### config.mk
export PLATFORM = sky130hd
export DESIGN_NAME = scv_vram_arbiter
export DESIGN_NICKNAME = d
export VERILOG_FILES = /design/src/rtl/scv_vram_pkg.sv /design/src/rtl/scv_sat_counter.sv /design/src/rtl/scv_vram_arbiter.sv
export SDC_FILE = /design/constraint.sdc
export NUM_CORES = 1
export LEC_CHECK = 0
export ABC_AREA = 1
export CAP_MARGIN = 0
export CORE_UTILIZATION = 41
export DETAILED_ROUTE_END_ITERATION = 16
export PLACE_DENSITY = 0.85
export SLEW_MARGIN = 20
export SYNTH_ARGS = -nofsm -noshare
export SYNTH_HDL_FRONTEND = slang
export SYNTH_SLANG_ARGS = --single-unit
### constraint.sdc
create_clock -name CLK -period 3.4 [get_ports CLK]
set_input_delay 0.68 -clock CLK [delete_from_list [all_inputs] [get_ports CLK]]
set_output_delay 0.68 -clock CLK [all_outputs]
set_load 0.01 [all_outputs]
### src/rtl/scv_vram_pkg.sv
`default_nettype none
// +----------------------------------------------------------------------------+
// | scv_vram_pkg: shared widths, CPU-side state type and helpers for the VRAM   |
// | arbiter.                                                                    |
// | Revision: 1.0                                                               |
// +----------------------------------------------------------------------------+
package scv_vram_pkg;

  localparam int VRAM_AW = 11;
  localparam int VRAM_DW = 8;

  typedef enum logic [1:0] {
    C_IDLE = 2'd0,
    C_WAIT = 2'd1,
    C_RDAT = 2'd2,
    C_DONE = 2'd3
  } cpu_state_t;

  function automatic logic [3:0] sat_inc4(input logic [3:0] v);
    return (v == 4'hF) ? v : v + 4'd1;
  endfunction

endpackage
`default_nettype wire

### src/rtl/scv_sat_counter.sv
`default_nettype none
// +----------------------------------------------------------------------------+
// | scv_sat_counter: enabled up-counter that sticks at all-ones.                |
// | Revision: 1.0                                                               |
// +----------------------------------------------------------------------------+
module scv_sat_counter #(
  parameter int WIDTH = 16
) (
  input  logic             clk_i,
  input  logic             rst_ni,
  input  logic             en_i,
  output logic [WIDTH-1:0] cnt_o
);

  logic [WIDTH-1:0] cnt_q;

  always_ff @(posedge clk_i or negedge rst_ni) begin
    if (!rst_ni) begin
      cnt_q <= '0;
    end else if (en_i && (cnt_q != {WIDTH{1'b1}})) begin
      cnt_q <= cnt_q + {{(WIDTH-1){1'b0}}, 1'b1};
    end
  end

  assign cnt_o = cnt_q;

endmodule
`default_nettype wire

### src/rtl/scv_vram_arbiter.sv
`default_nettype none
// +----------------------------------------------------------------------------+
// | scv_vram_arbiter: shares the single-port SCV VRAM between the CPU bus and   |
// | the video fetch port. Optional stats counters: SCV_VRAM_ARB_STATS_EN.       |
// | Revision: 1.0                                                               |
// +----------------------------------------------------------------------------+
module scv_vram_arbiter
  import scv_vram_pkg::*;
#(
  parameter int VID_BURST_MAX = 4
) (
  input  logic               CLK,
  input  logic               RESETB,
  input  logic               CPU_CSB,
  input  logic               CPU_RDB,
  input  logic               CPU_WRB,
  input  logic [VRAM_AW-1:0] CPU_A,
  input  logic [VRAM_DW-1:0] CPU_DI,
  output logic [VRAM_DW-1:0] CPU_DO,
  output logic               CPU_WAITB,
  input  logic               VID_REQ,
  input  logic [VRAM_AW-1:0] VID_A,
  output logic               VID_ACK,
  output logic [VRAM_DW-1:0] VID_DO,
  output logic               VID_VALID,
  output logic [VRAM_AW-1:0] RAM_A,
  output logic               RAM_WE,
  output logic [VRAM_DW-1:0] RAM_DI,
  input  logic [VRAM_DW-1:0] RAM_DO,
  output logic [15:0]        STAT_CPU_WAIT,
  output logic [15:0]        STAT_VID_GNT
);

  cpu_state_t         state_q, state_d;
  logic               strb_q;
  logic [3:0]         streak_q, streak_d;
  logic [VRAM_AW-1:0] ram_a_q;
  logic               tag_vid_q, tag_cpu_q;
  logic [VRAM_DW-1:0] cpu_do_q, vid_do_q;
  logic               vid_valid_q;

  logic cs_rd, cs_wr, cs_any, new_acc, cpu_pend;
  logic vid_gnt, cpu_gnt, cpu_wr_gnt, cpu_rd_gnt;

  assign cs_rd   = ~CPU_CSB & ~CPU_RDB;
  assign cs_wr   = ~CPU_CSB & ~CPU_WRB;
  assign cs_any  = cs_rd | cs_wr;
  assign new_acc = cs_any & ~strb_q;

  // The edge cycle already competes for the RAM so an uncontended access is granted at once.
  assign cpu_pend = cs_any & (((state_q == C_IDLE) & new_acc) | (state_q == C_WAIT));

  assign vid_gnt    = RESETB & VID_REQ & ((streak_q < 4'(VID_BURST_MAX)) | ~cpu_pend);
  assign cpu_gnt    = RESETB & cpu_pend & ~vid_gnt;
  assign cpu_wr_gnt = cpu_gnt & cs_wr;
  assign cpu_rd_gnt = cpu_gnt & ~cs_wr;

  always_comb begin
    state_d  = state_q;
    streak_d = streak_q;
    case (state_q)
      C_IDLE, C_WAIT: begin
        if (!cpu_pend)       state_d = C_IDLE;
        else if (cpu_wr_gnt) state_d = C_DONE;
        else if (cpu_rd_gnt) state_d = C_RDAT;
        else                 state_d = C_WAIT;
      end
      C_RDAT:  state_d = C_DONE;
      C_DONE:  if (!cs_any) state_d = C_IDLE;
      default: state_d = C_IDLE;
    endcase
    if (!cpu_pend || cpu_gnt) streak_d = '0;
    else if (vid_gnt)         streak_d = sat_inc4(streak_q);
  end

  always_comb begin
    RAM_A = ram_a_q;
    if (vid_gnt)      RAM_A = VID_A;
    else if (cpu_gnt) RAM_A = CPU_A;
  end

  assign RAM_WE    = cpu_wr_gnt;
  assign RAM_DI    = cpu_wr_gnt ? CPU_DI : '0;
  assign VID_ACK   = vid_gnt;
  assign CPU_WAITB = ~(cpu_pend | (cs_any & (state_q == C_RDAT)));
  assign CPU_DO    = cpu_do_q;
  assign VID_DO    = vid_do_q;
  assign VID_VALID = vid_valid_q;

  always_ff @(posedge CLK or negedge RESETB) begin
    if (!RESETB) begin
      state_q     <= C_IDLE;
      strb_q      <= 1'b1;
      streak_q    <= '0;
      ram_a_q     <= '0;
      tag_vid_q   <= 1'b0;
      tag_cpu_q   <= 1'b0;
      cpu_do_q    <= '0;
      vid_do_q    <= '0;
      vid_valid_q <= 1'b0;
    end else begin
      state_q     <= state_d;
      strb_q      <= cs_any;
      streak_q    <= streak_d;
      ram_a_q     <= RAM_A;
      tag_vid_q   <= vid_gnt;
      tag_cpu_q   <= cpu_rd_gnt;
      vid_valid_q <= tag_vid_q;
      if (tag_vid_q) vid_do_q <= RAM_DO;
      if (tag_cpu_q) cpu_do_q <= RAM_DO;
    end
  end

`ifdef SCV_VRAM_ARB_STATS_EN
  logic cpu_wait_en;
  assign cpu_wait_en = ~CPU_WAITB;

  scv_sat_counter #(.WIDTH(16)) u_stat_cpu_wait (
    .clk_i  (CLK),
    .rst_ni (RESETB),
    .en_i   (cpu_wait_en),
    .cnt_o  (STAT_CPU_WAIT)
  );

  scv_sat_counter #(.WIDTH(16)) u_stat_vid_gnt (
    .clk_i  (CLK),
    .rst_ni (RESETB),
    .en_i   (vid_gnt),
    .cnt_o  (STAT_VID_GNT)
  );
`else
  assign STAT_CPU_WAIT = '0;
  assign STAT_VID_GNT  = '0;
`endif

endmodule
`default_nettype wire
Word level (Yosys, flattened, before mapping)
Cells that the tools add are included.

Flip-flop bits (word level): 37. Input port bits: 44. Output and inout bits: 71.

Add/sub/neg operators: 1. $lt $le $gt $ge: 1. Eq/ne operators: 6. Multiplexer cells: 11. Bitwise logic cells: 24. Reduce and logical (&&, ||, !) cells: 6.

Operator list (count): 11-bit two-way mux (2); 1-bit AND (12); 4-bit two-way mux (3); 2-bit two-way mux (4); 8-bit two-way mux (1); 1-bit NOT (8); 2-bit case mux with 3 select lines (1); 4-bit by 1-bit adder with 4-bit output (second input constant) (1); 2-bit equality test (second input constant) (2); 4-bit equality test (second input constant) (1); 4-bit by 3-bit less-than comparator with 1-bit output (second input constant) (1); 2-bit != test (second input constant) (2); 1-bit bitwise OR (4); 2-bit by 1-bit equality test with 1-bit output (second input constant) (1); 2-bit zero test (1); 2-bit AND reduction (1); 2-bit nonzero test (1); 2-bit OR reduction (1); 1-bit zero test (1); 1-bit logical OR (1).

Longest topological paths before layout
Depth after elaboration: 17. Mapped depth: 10. Gate-level depth less buffers: 9.

Worst setup path after synthesis
OpenSTA, ideal clock, no wires.

Path kind: input-to-output. From: input CPU_WRB. To: output RAM_A[9]. Arrival time: 1514 ps. Setup slack: 1206 ps. Stages on the path: 8. Path buffers: 1. Cells stage by stage: nand2_1 -> nand2_2 -> inv_4 -> nand3_2 -> nand2_4 -> buf_6 -> nand2_1 -> o21ai_1.

Cells in the longest elaborated chain, start to end: 14.

Ends and longest elaborated chain: from (decl) (RTL line scv_vram_arbiter.sv:16) `input logic CPU_WRB,`; 1-bit NOT (*) (RTL line scv_vram_arbiter.sv:46) `assign cs_wr = ~CPU_CSB & ~CPU_WRB;`; 1-bit AND (*) (RTL line scv_vram_arbiter.sv:46); 1-bit bitwise OR (*) (RTL line scv_vram_arbiter.sv:47) `assign cs_any = cs_rd | cs_wr;`; via cs_any (RTL line scv_vram_arbiter.sv:42) `logic cs_rd, cs_wr, cs_any, new_acc, cpu_pend;`; 1-bit AND (RTL line scv_vram_arbiter.sv:48) `assign new_acc = cs_any & ~strb_q;`; 1-bit AND (RTL line scv_vram_arbiter.sv:51) `assign cpu_pend = cs_any & (((state_q == C_IDLE) & new_acc) | (state_q == C_WAIT));`; 1-bit bitwise OR (RTL line scv_vram_arbiter.sv:51); 1-bit AND (*) (RTL line scv_vram_arbiter.sv:51); 1-bit NOT (RTL line scv_vram_arbiter.sv:53) `assign vid_gnt = RESETB & VID_REQ & ((streak_q < 4'(VID_BURST_MAX)) | ~cpu_pend);`; 1-bit bitwise OR (RTL line scv_vram_arbiter.sv:53); 1-bit AND (RTL line scv_vram_arbiter.sv:53); 1-bit NOT (RTL line scv_vram_arbiter.sv:54) `assign cpu_gnt = RESETB & cpu_pend & ~vid_gnt;`; 1-bit AND (RTL line scv_vram_arbiter.sv:54); 11-bit two-way mux (RTL line scv_vram_arbiter.sv:79) `else if (cpu_gnt) RAM_A = CPU_A;`; 11-bit two-way mux (*) (RTL line scv_vram_arbiter.sv:78) `if (vid_gnt) RAM_A = VID_A;`; to (decl) (RTL line scv_vram_arbiter.sv:26) `output logic [VRAM_AW-1:0] RAM_A,`.

Mark *: on every way through the listed nets, which the timed path passes. The rest lies on a longest branch.

Worst setup path in the final report
From: input CPU_WRB. To: output RAM_A[5].

The elaborated chain is that of the path after synthesis.

==> flow_summary.rst <==
.. list-table::
   :header-rows: 1

   * - Metric
     - Value
   * - Run status
     - finished clean
   * - Share of the yosys chip area belonging to registers
     - around 46%
   * - Unique cell type count in the Yosys netlist
     - 24
   * - Aggregate global routing overflow
     - 0
   * - Final-report hold violation count
     - 0
   * - Setup repair after global routing missed its margin
     - no
   * - Number of design rule violations left after detail routing
     - 0
   * - Overall track demand over capacity in global routing
     - between 10% and 20%
   * - Non-filler instance count after layout
     - 384
   * - Area enclosed by the die boundary
     - about 5200 µm²
   * - Detail Route Antenna Nets
     - 0
   * - Placed Cells
     - approximately 370
   * - Clock period minus final worst setup slack
     - 3.24 ns
   * - Register bit count reported by yosys
     - 37
   * - Post-synthesis instance area
     - approximately 2000 µm²
   * - Clock Pin Slew Worst Setup and Hold Paths
     - approximately 0.07 ns
   * - Startpoint of the most critical register-to-register path
     - state_q[1]$_DFFE_PN0P_
   * - Vias/cell
     - 4.16
   * - Sink Count
     - 37
   * - Total power divided by cell area
     - ~510 nW/µm²
   * - Data required, critical path
     - between 2 and 3 ns
   * - Max H-tree Level
     - 2
   * - Layout overhead on the synthesized area
     - 42.3%
   * - Number of warnings printed during yosys synthesis
     - 0
   * - Antenna cell count
     - 0
   * - Synth Instances
     - 229
   * - Avg WL per Cell
     - 10.4 µm
   * - Vias in the first global route
     - 1560
   * - Smallest setup slack after layout
     - 0.158 ns
   * - FILL cells
     - 427
   * - Ratio of final minimum period to clock period
     - between 90% and 100%
   * - Clk buf depth
     - 2
   * - Final Max Tran Viols
     - 0
   * - Source-to-sink clock delay at the later pin of the worst-skew pair
     - ~0.29 ns
   * - Hold bufs inserted after CTS
     - 0
   * - Starting density of the core
     - 42.7%
   * - Library cell used as clock root buffer
     - clkbuf_8
   * - Placement-stage worst setup slack
     - 0.153 ns
   * - Category of the critical setup timing path
     - primary input to output pin
   * - Vertical die dimension
     - about 72 µm
   * - Endpoint class of the critical path
     - output pin
   * - Number of design-rule violations left by the first detailed-router iteration
     - 38
   * - Wire length of the first global-routing pass
     - around 6700 µm
   * - Largest area contributor in the netlist
     - dfrtp_1
   * - Worst path max stage delay
     - 0.59 ns
   * - Nets
     - 361
   * - Row count
     - 25
   * - Initial antenna violation count
     - 0
   * - Number of clock buffers inserted by TritonCTS
     - 5
   * - Highest Clock Rate
     - ~310 MHz
   * - Launching element type of the critical path
     - primary input
   * - Total wirelength of the detailed-routed design
     - 4000 µm
   * - CTS tree
     - built
   * - Number of buffers added on ports
     - slightly above 80
   * - Proportion of layout cells with a drive suffix above 1
     - approximately an eighth
   * - Boundary pin count
     - ~120
   * - Clock Skew
     - 0.00196 ns
   * - Biggest area contributors in the synthesized netlist
     - dfrtp_1 (45%), buf_4 (13%), mux2_2 (8.9%)
   * - Last weighted congestion value of the routability-driven placer
     - approximately 0.8
   * - Reg-to-reg endpoint
     - ram_a_q[4]$_DFF_PN0_
   * - Leakage component of the power
     - ~1.5 nW
   * - Detailed placer's ending HPWL
     - around 3000 µm
   * - Crit path cell chain
     - clkdlybuf4s50_1, nand2_1, nand2_2, inv_4, nand3_2, nand2_4, inv_4, nand2_1, o21ai_0, clkdlybuf4s50_1
   * - Pin count of the biggest net entering global routing
     - 21
   * - Min-delay worst type
     - primary input to asynchronous set/reset pin
   * - Cell with the largest stage delay on the worst path
     - clkdlybuf4s50_1
   * - Core region area
     - about 4700 µm²
   * - Reg2Reg Depth
     - 6
   * - Worst endpoint data arrival time
     - approximately 2.6 ns
   * - Number of max-cap violations
     - 0
   * - Peak fanout along the critical path
     - 18
   * - R2R setup slack
     - roughly 2.1 ns
   * - Via Count
     - between 1500 and 2000
   * - Setup tns final
     - 0 ns
   * - Share of Yosys cell area claimed by the top area cell type
     - 44.7%
   * - Worst ir drop on vdd
     - 307 µV
   * - Finish-stage setup viols
     - 0
   * - Mapped Avg Cell Area
     - approximately 8.8 µm²
   * - Die Width
     - ~72 µm
   * - Drt pass-1 iters
     - 4
## power breakdown
part	leakage, nW	total, mW	internal (mW)	switching, mW
clock	0.0450	0.293	0.142	0.151
sequential	0.449	0.603	0.549	0.0535
combinational	0.958	0.570	0.321	0.250
## per-stage QoR
| stage | hold slack [ns] | power [mW] | utilization (%) | cell area, µm² |
|---|---|---|---|---|
| finish | 0.278 | 1.47 | 60.7 | 2870 |
| global route | 0.283 | 1.56 | 60.7 | 2870 |
| CTS | 0.280 | 1.47 | 60.2 | 2840 |
| detailed placement | 0.489 | 1.18 | 58.5 | 2760 |
| global placement | 0.476 | 1.16 | 58.5 | 2760 |
| floorplan | 0.352 | 0.907 | - | 2130 |
## layout make-up
type / count / area, µm² / share of cell area [%]
Timing Repair Buffer: 88 / 863 / 30.1
Multi-Input combinational cell: 144 / 757 / 26.4
Sequential cell: 37 / 927 / 32.3
Clock inverter: 2 / 10.0 / 0.349
Clock buffer: 6 / 72.6 / 2.53
Inverter: 40 / 155 / 5.41
Tap cell: 67 / 83.8 / 2.92
## cell usage after synthesis
library cell  number
o21ai_0            5
nand3_1           17
nand2_4            1
a21oi_4            1
inv_1             36
nand2_2            1
o21ai_1            1
conb_1             1
clkbuf_1           2
buf_4             35
buf_6              2
ha_1               1
nand3_2            2
nand3_4            1
mux2_2            16
nand2_1           46
inv_2              2
nand4_1            2
inv_4              2
dfstp_2            1
a31oi_1            1
nor2_1            16
nor2_2             1
dfrtp_1           36
## worst max-delay path: cells and delay by family
family	cells	cell delay (ns)
AND/OR/NAND/NOR	5	0.45
AO/OA/AOI/OAI	1	0.11
buffers and inverters	4	1.30
## how the worst max path moves through the flow
stage / start / endpoint / slack (ns) / cells past startpoint
floorplan: CPU_WRB / RAM_A[9] / 1.21 / 8
global placement: CPU_WRB / RAM_DI[4] / 0.21 / 9
detailed placement: CPU_WRB / RAM_A[4] / 0.15 / 10
CTS: CPU_WRB / RAM_DI[1] / 0.15 / 9
global route: CPU_WRB / RAM_DI[7] / 0.002 / 9
finish: CPU_WRB / RAM_A[5] / 0.16 / 10
## metal layers
layer	part of all wire, %	global-route usage [%]	wire length, µm
met5	0	0	0
met4	1.6	8.93	65
met3	8.1	5.83	323
met2	46	26.8	1860
met1	44	19.6	1760
## sequential cells by signal, indices dropped and copies added, names as in the netlist
signal / flops
ram_a_q: 11
CPU_DO: 8
VID_DO: 8
streak_q: 4
state_q: 2
VID_VALID: 1
strb_q: 1
tag_cpu_q: 1
tag_vid_q: 1
## cell families after synthesis
| kind of cell | after synthesis | synth area share [%] |
|---|---|---|
| other cells | 1 | 0.186 |
| fa+ha+maj | 1 | 0.621 |
| compound gates | 8 | 2.61 |
| flops | 37 | 46.0 |
| simple gates | 87 | 19.4 |
| buf+inv | 79 | 22.2 |
| mux | 16 | 8.94 |
## cells in the final DEF, fill, tap and decap left out, drive strengths merged
cell type       n
a21oi           1
a31oi           1
buf             7
clkbuf          6
clkdlybuf4s50  80
clkinv          2
conb           32
dfrtp          36
dfstp           1
dlymetal6s2s    1
ha              1
inv            40
mux2           16
nand2          48
nand3          20
nand4           2
nor2           17
o21ai           6
## what timing repair did
| item | in CTS | in global routing |
|---|---|---|
| resized for setup | 0 | 1 |
| endpoints found under the setup margin | 0 | 2 |
| setup buffers | 0 | 3 |
(Power assumes the default switching activity.)
